[config.mk]
export PLATFORM = sky130hd
export DESIGN_NAME = program_sequencer
export DESIGN_NICKNAME = d
export VERILOG_FILES = /design/src/rtl/program_sequencer.sv
export SDC_FILE = /design/constraint.sdc
export NUM_CORES = 1
export LEC_CHECK = 0
export ABC_AREA = 1
export BUFFER_PORTS_ARGS = -buffer_cell sky130_fd_sc_hd__buf_2
export CORE_AREA = 5 5 70 72
export DETAILED_ROUTE_END_ITERATION = 16
export DIE_AREA = 0 0 75 77
export PLACE_DENSITY = 0.78
export SYNTH_ARGS = -nofsm -noshare
export SYNTH_HDL_FRONTEND = slang
export SYNTH_SLANG_ARGS = --single-unit
[constraint.sdc]
create_clock -name clock -period 2.1 [get_ports clock]
set_input_delay 0.315 -clock clock [delete_from_list [all_inputs] [get_ports clock]]
set_output_delay 0.315 -clock clock [all_outputs]
set_load 0.005 [all_outputs]
[src/rtl/program_sequencer.sv]
// rtl/program_sequencer.sv - fetch/issue sequencer for the 9-bit processor datapath
//
// Purpose:
//   Owns the program counter, fetches instruction and immediate words from a
//   synchronous instruction ROM, presents them on the processor's Din and
//   drives its run input. Retires an instruction on cpu_done, detects the
//   HALT encoding and faults when an instruction runs for WDOG_CYC EXEC
//   cycles without cpu_done.
//
// Ports:
//   clock       in   rising-edge clock
//   reset       in   synchronous active-high reset
//   start       in   pulse: begin execution at START_ADDR (IDLE/HALT/FAULT only)
//   mem_addr    out  ROM address (combinational from state and pc)
//   mem_rdata   in   ROM data, valid one cycle after mem_addr
//   cpu_din     out  processor Din (ROM word in ISSUE/EXEC, else 0)
//   cpu_run     out  processor run
//   cpu_resetn  out  processor reset, active low (~reset)
//   cpu_done    in   processor instruction complete
//   pc          out  program counter
//   retired     out  saturating retired-instruction count
//   busy        out  FETCH/ISSUE/EXEC (and PAUSE)
//   halted      out  HALT state
//   fault       out  FAULT state (watchdog)
//   step        in   single-step advance, present only with SEQ_SINGLE_STEP_EN
//
// Configuration macro:
//   SEQ_SINGLE_STEP_EN - adds the step port and PAUSE state; a retire that
//   would refetch parks in PAUSE until step.

module program_sequencer #(
   parameter int          ADDR_W     = 5,
   parameter int unsigned START_ADDR = 0,
   parameter int          WDOG_CYC   = 4
) (
   input  logic              clock,
   input  logic              reset,
   input  logic              start,
   output logic [ADDR_W-1:0] mem_addr,
   input  logic [8:0]        mem_rdata,
   output logic [8:0]        cpu_din,
   output logic              cpu_run,
   output logic              cpu_resetn,
   input  logic              cpu_done,
`ifdef SEQ_SINGLE_STEP_EN
   input  logic              step,
`endif
   output logic [ADDR_W-1:0] pc,
   output logic [15:0]       retired,
   output logic              busy,
   output logic              halted,
   output logic              fault
);

   localparam int             WD_W      = $clog2(WDOG_CYC + 1);
   localparam logic [8:0]     HALT_WORD = 9'b000_111_111;
   localparam logic [2:0]     OP_MVI    = 3'b100;
   localparam logic [ADDR_W-1:0] START_PC = ADDR_W'(START_ADDR);

   typedef enum logic [2:0] {
      S_IDLE,
      S_FETCH,
      S_ISSUE,
      S_EXEC,
      S_HALT,
      S_FAULT
`ifdef SEQ_SINGLE_STEP_EN
      ,
      S_PAUSE
`endif
   } state_t;

   state_t            state_q, state_d;
   logic [ADDR_W-1:0] pc_q, pc_d;
   logic [15:0]       retired_q, retired_d;
   logic [8:0]        ir_q, ir_d;
   logic [WD_W-1:0]   wdog_q, wdog_d;

   logic              run_s;
   logic              busy_s;
   logic              halted_s;
   logic              fault_s;
   logic              din_sel_s;
   logic [ADDR_W-1:0] pc_inc_s;

   // Next-state logic
   always_comb begin
      state_d   = state_q;
      pc_d      = pc_q;
      retired_d = retired_q;
      ir_d      = ir_q;
      wdog_d    = wdog_q;
      pc_inc_s  = (ir_q[8:6] == OP_MVI) ? ADDR_W'(2) : ADDR_W'(1);

      case (state_q)
         S_IDLE, S_HALT, S_FAULT: begin
            if (start) begin
               pc_d      = START_PC;
               retired_d = '0;
               state_d   = S_FETCH;
            end
         end
         S_FETCH: begin
            state_d = S_ISSUE;
         end
         S_ISSUE: begin
            // ROM word at pc arrives now; the processor latches it too.
            ir_d    = mem_rdata;
            wdog_d  = '0;
            state_d = S_EXEC;
         end
         S_EXEC: begin
            if (cpu_done) begin
               // MVI consumes the following word as its immediate.
               pc_d = pc_q + pc_inc_s;
               if (retired_q != 16'hFFFF) begin
                  retired_d = retired_q + 16'd1;
               end
               if (ir_q == HALT_WORD) begin
                  state_d = S_HALT;
               end else begin
`ifdef SEQ_SINGLE_STEP_EN
                  state_d = S_PAUSE;
`else
                  state_d = S_FETCH;
`endif
               end
            end else if (wdog_q == WD_W'(WDOG_CYC - 1)) begin
               // This is the WDOG_CYC-th EXEC cycle without done.
               state_d = S_FAULT;
            end else begin
               wdog_d = wdog_q + WD_W'(1);
            end
         end
`ifdef SEQ_SINGLE_STEP_EN
         S_PAUSE: begin
            if (step) begin
               state_d = S_FETCH;
            end
         end
`endif
         default: begin
            state_d = S_IDLE;
         end
      endcase
   end

   // State registers
   always_ff @(posedge clock) begin
      if (reset) begin
         state_q   <= S_IDLE;
         pc_q      <= START_PC;
         retired_q <= '0;
         ir_q      <= '0;
         wdog_q    <= '0;
      end else begin
         state_q   <= state_d;
         pc_q      <= pc_d;
         retired_q <= retired_d;
         ir_q      <= ir_d;
         wdog_q    <= wdog_d;
      end
   end

   // Output decode
   always_comb begin
      mem_addr  = pc_q;
      run_s     = 1'b0;
      busy_s    = 1'b0;
      halted_s  = 1'b0;
      fault_s   = 1'b0;
      din_sel_s = 1'b0;

      case (state_q)
         S_FETCH: begin
            busy_s = 1'b1;
         end
         S_ISSUE, S_EXEC: begin
            // Prefetch pc+1 in ISSUE so the immediate is on Din during EXEC.
            mem_addr  = pc_q + ADDR_W'(1);
            run_s     = 1'b1;
            busy_s    = 1'b1;
            din_sel_s = 1'b1;
         end
         S_HALT: begin
            halted_s = 1'b1;
         end
         S_FAULT: begin
            fault_s = 1'b1;
         end
`ifdef SEQ_SINGLE_STEP_EN
         S_PAUSE: begin
            busy_s = 1'b1;
         end
`endif
         default: begin
            busy_s = 1'b0;
         end
      endcase
   end

   // Status and processor-facing outputs are forced quiet during the reset
   // cycle itself, not only from the following cycle.
   assign cpu_run    = run_s & ~reset;
   assign busy       = busy_s & ~reset;
   assign halted     = halted_s & ~reset;
   assign fault      = fault_s & ~reset;
   assign cpu_din    = (din_sel_s && !reset) ? mem_rdata : 9'd0;
   assign cpu_resetn = ~reset;
   assign pc         = pc_q;
   assign retired    = retired_q;

endmodule

==> flow_metrics.env <==
export IMPL_grt_antenna_before_repair=0
export IMPL_ys_seq_area_share_pct=33.41
export IMPL_postSynthCellCount=331
export IMPL_post_cts_buffers=0
export IMPL_numClockSinks=36
export IMPL_p_leak_nw=1.201
export IMPL_holdWs_ns=0.2700
export IMPL_outcome="complete, no violations"
export IMPL_critPathLaunchType="flip-flop"
export IMPL_antenna_cells=0
export IMPL_first_iter_violations=111
export IMPL_htree_num_levels=2
export IMPL_clk_latency_ns=0.30
export IMPL_cts_tree="yes"
export IMPL_min_period_over_period_pct=90.51
export IMPL_drc=0
export IMPL_cts_hold_buf=0
export IMPL_fin_crit_ns=1.901
export IMPL_regArea_um2=720.7
export IMPL_gr_usage_all_layers_pct=18.40
export IMPL_placed_area_um2=2469
export IMPL_final_net_count=407
export IMPL_end_kind="output pin"
export IMPL_syn_nets=351
export IMPL_slew_viol_final=0
export IMPL_rows=24
export IMPL_min_path_type="in -> reg"
export IMPL_post_place_ws_ns=0.3001
export IMPL_cp_arrival_ns=1.59
export IMPL_numCtsBuffers=5
export IMPL_path_max_fanout=6
export IMPL_portBuffers=52
export IMPL_cp_top_family="simple AND/OR/NAND/NOR gates"
export IMPL_setup_violations=0
export IMPL_grt_pass1_wl_mm=8.466
export IMPL_synth_seq_cells=36
export IMPL_synth_top_area_share_pct=33.41
export IMPL_rsz0062_at_grt="false"
export IMPL_io_pins=53
export IMPL_synth_cell_type_count=27
export IMPL_place_hpwl_mm=3.574
export IMPL_design_power_total_mw=2.353
export IMPL_crit_required_ns=1.78
export IMPL_synthFlopType="dfxtp_1"
export IMPL_wirelength_mm=4.901
export IMPL_core_area_um2=4234
export IMPL_grt_pass1_vias=2010
export IMPL_antenna_left=0
export IMPL_netlist_top_cells_count="nand2_1 (70), nor2_1 (51), inv_1 (48)"
export IMPL_fmax_ghz=0.5261
export IMPL_fin_setup_tns_ns=0
export IMPL_synth_edf_count=0
export IMPL_cap_violations=0
export IMPL_setup_ws_ns=0.1992
export IMPL_fin_area_um2=2566
export IMPL_slowest_delay_ns=0.40
export IMPL_worst_pin_slew_ns=0.4029
export IMPL_async_reset_ff_share_pct=0
export IMPL_peakVddDrop_uv=700.4
export IMPL_synth_most_common_cell="nand2_1"
export IMPL_start_util_pct=50.95
export IMPL_path_clk_slew_ns=0.06
export IMPL_wire_per_inst_um=11.14
export IMPL_synthesis_area_um2=2157
export IMPL_clock_path_buffers=2
export IMPL_synth_area_top_cells="dfxtp_1 (33%), nand2_1 (12%), nor2_1 (8.9%)"
export IMPL_drtPass1Iterations=4
export IMPL_dieArea_um2=5775
export IMPL_fill_cells=395
export IMPL_critPathSlowestCell="dfxtp_1"
export IMPL_synth_area_leader_cell="dfxtp_1"
export IMPL_via_count=2196
export IMPL_multi_input_area_um2=1206
export IMPL_grt_max_degree=21
export IMPL_finalWeightedCongestion=0.8363
export IMPL_layout_drive_gt1_share_pct=20.88
export IMPL_hold_viol=0
export IMPL_die_w_um=75
export IMPL_fp_dieH_um=77
export IMPL_cts_root_buf="clkbuf_8"
export IMPL_reg2reg_slack_ns=0.27
export IMPL_grt_ovfl_total=0
export IMPL_routed_via_density=4.991
export IMPL_yosys_warnings=0
export IMPL_power_density_nw_per_um2=916.9
export IMPL_clock_skew_ns=0.007648
export IMPL_crit_type="reg -> out"
export IMPL_slew_headroom_pct=73.08
export IMPL_cp_cell_sequence="inv_1 > nor2_4 > nand2_1 > nor3_1 > xor2_1 > buf_2"
export IMPL_syn_to_final_growth_pct=18.97
export IMPL_path_buf_inv=2
export IMPL_avgSynthCellArea_um2=6.517
## cells by family (layout without fill, tap and decap cells)
family	Yosys count	after routing	synth area share [%]
xor+xnor	10	10	4.061
compound gates	50	50	12.24
buf+inv	58	115	11.02
flops	36	36	33.41
simple gates	170	170	34.86
fa+ha+maj	7	7	4.408
## metrics by stage
stage          util (%)  std cells
2_1_floorplan         -        331
3_3_place_gp      58.30        432
3_5_place_dp      58.30        432
4_1_cts           60.43        440
5_1_grt           60.61        440
6_report          60.61        440
## report_power, final
group          total, mW  internal [mW]  switching (mW)
logic              0.955          0.306           0.648
clock network      0.511          0.267           0.244
registers          0.887          0.796          0.0910
## state kept, by name, summed over array words and instances (netlist names)
register  flops
ir_q          9
state_q       3
wdog_q        3
pc            5
retired      16
## cells in the final DEF (no fill, tap or decap)
| cell type | synthesis | layout |
|---|---|---|
| xnor2_1 | 1 | 1 |
| nand2_1 | 70 | 70 |
| buf_4 | 0 | 4 |
| nor2_2 | 1 | 1 |
| clkbuf_1 | 3 | 2 |
| a21oi_1 | 29 | 29 |
| nor2_4 | 2 | 3 |
| dfxtp_1 | 36 | 36 |
| nand3_1 | 21 | 21 |
| nand3_4 | 1 | 1 |
| o21ai_0 | 17 | 17 |
| nor2_1 | 51 | 50 |
| xor2_1 | 9 | 9 |
| nand4_1 | 6 | 6 |
| nand2_2 | 5 | 5 |
| buf_2 | 2 | 52 |
| nand2_4 | 1 | 1 |
| a211oi_1 | 1 | 1 |
| a21oi_2 | 3 | 3 |
| fa_1 | 1 | 1 |
| inv_1 | 48 | 48 |
| nand3_2 | 1 | 1 |
| inv_2 | 2 | 2 |
| nor3_1 | 10 | 10 |
| or2_2 | 1 | 1 |
| inv_4 | 1 | 1 |
| clkbuf_8 | 0 | 6 |
| ha_1 | 6 | 6 |
## metal layers
layer,track usage (%),routed length [um],up-vias
li1,-,-,1158
met1,21.99,2101,972
met2,30.14,2381,59
met3,4.706,323,7
met4,8.363,95,0
met5,0,0,-
## worst paths after layout
| path | from | endpoint | depth (start not counted) |
|---|---|---|---|
| max | state_q[1] | mem_addr[4] | 6 |
| min | mem_rdata[2] | ir_q[2] | 3 |
| max reg2reg | retired[0] | retired[1] | 8 |
| min reg2reg | wdog_q[0] | wdog_q[0] | 1 |
## timing repair
action,4_1_cts,5_1_grt
endpoints found under the hold margin,0,0
gates resized for setup,0,2
setup endpoints to repair,0,11
## final cells by class
class | count | area share, %
Timing Repair Buffer | 56 | 11.31
Sequential cell | 36 | 28.08
Inverter | 51 | 7.557
Multi-Input combinational cell | 237 | 47.00
Tap cell | 52 | 2.535
Clock buffer | 8 | 3.510
## worst register-to-register path: stages, from the launching register on
cell and delay, ns:
dfxtp_1 0.44, ha_1 0.21, nand2_1 0.07, nor2_1 0.28, nand3_1 0.19, nor2_1 0.20, nor2_4 0.12, o21ai_0 0.17
nor2_1 0.05
Note: power is estimated with default switching activity, not from simulation.
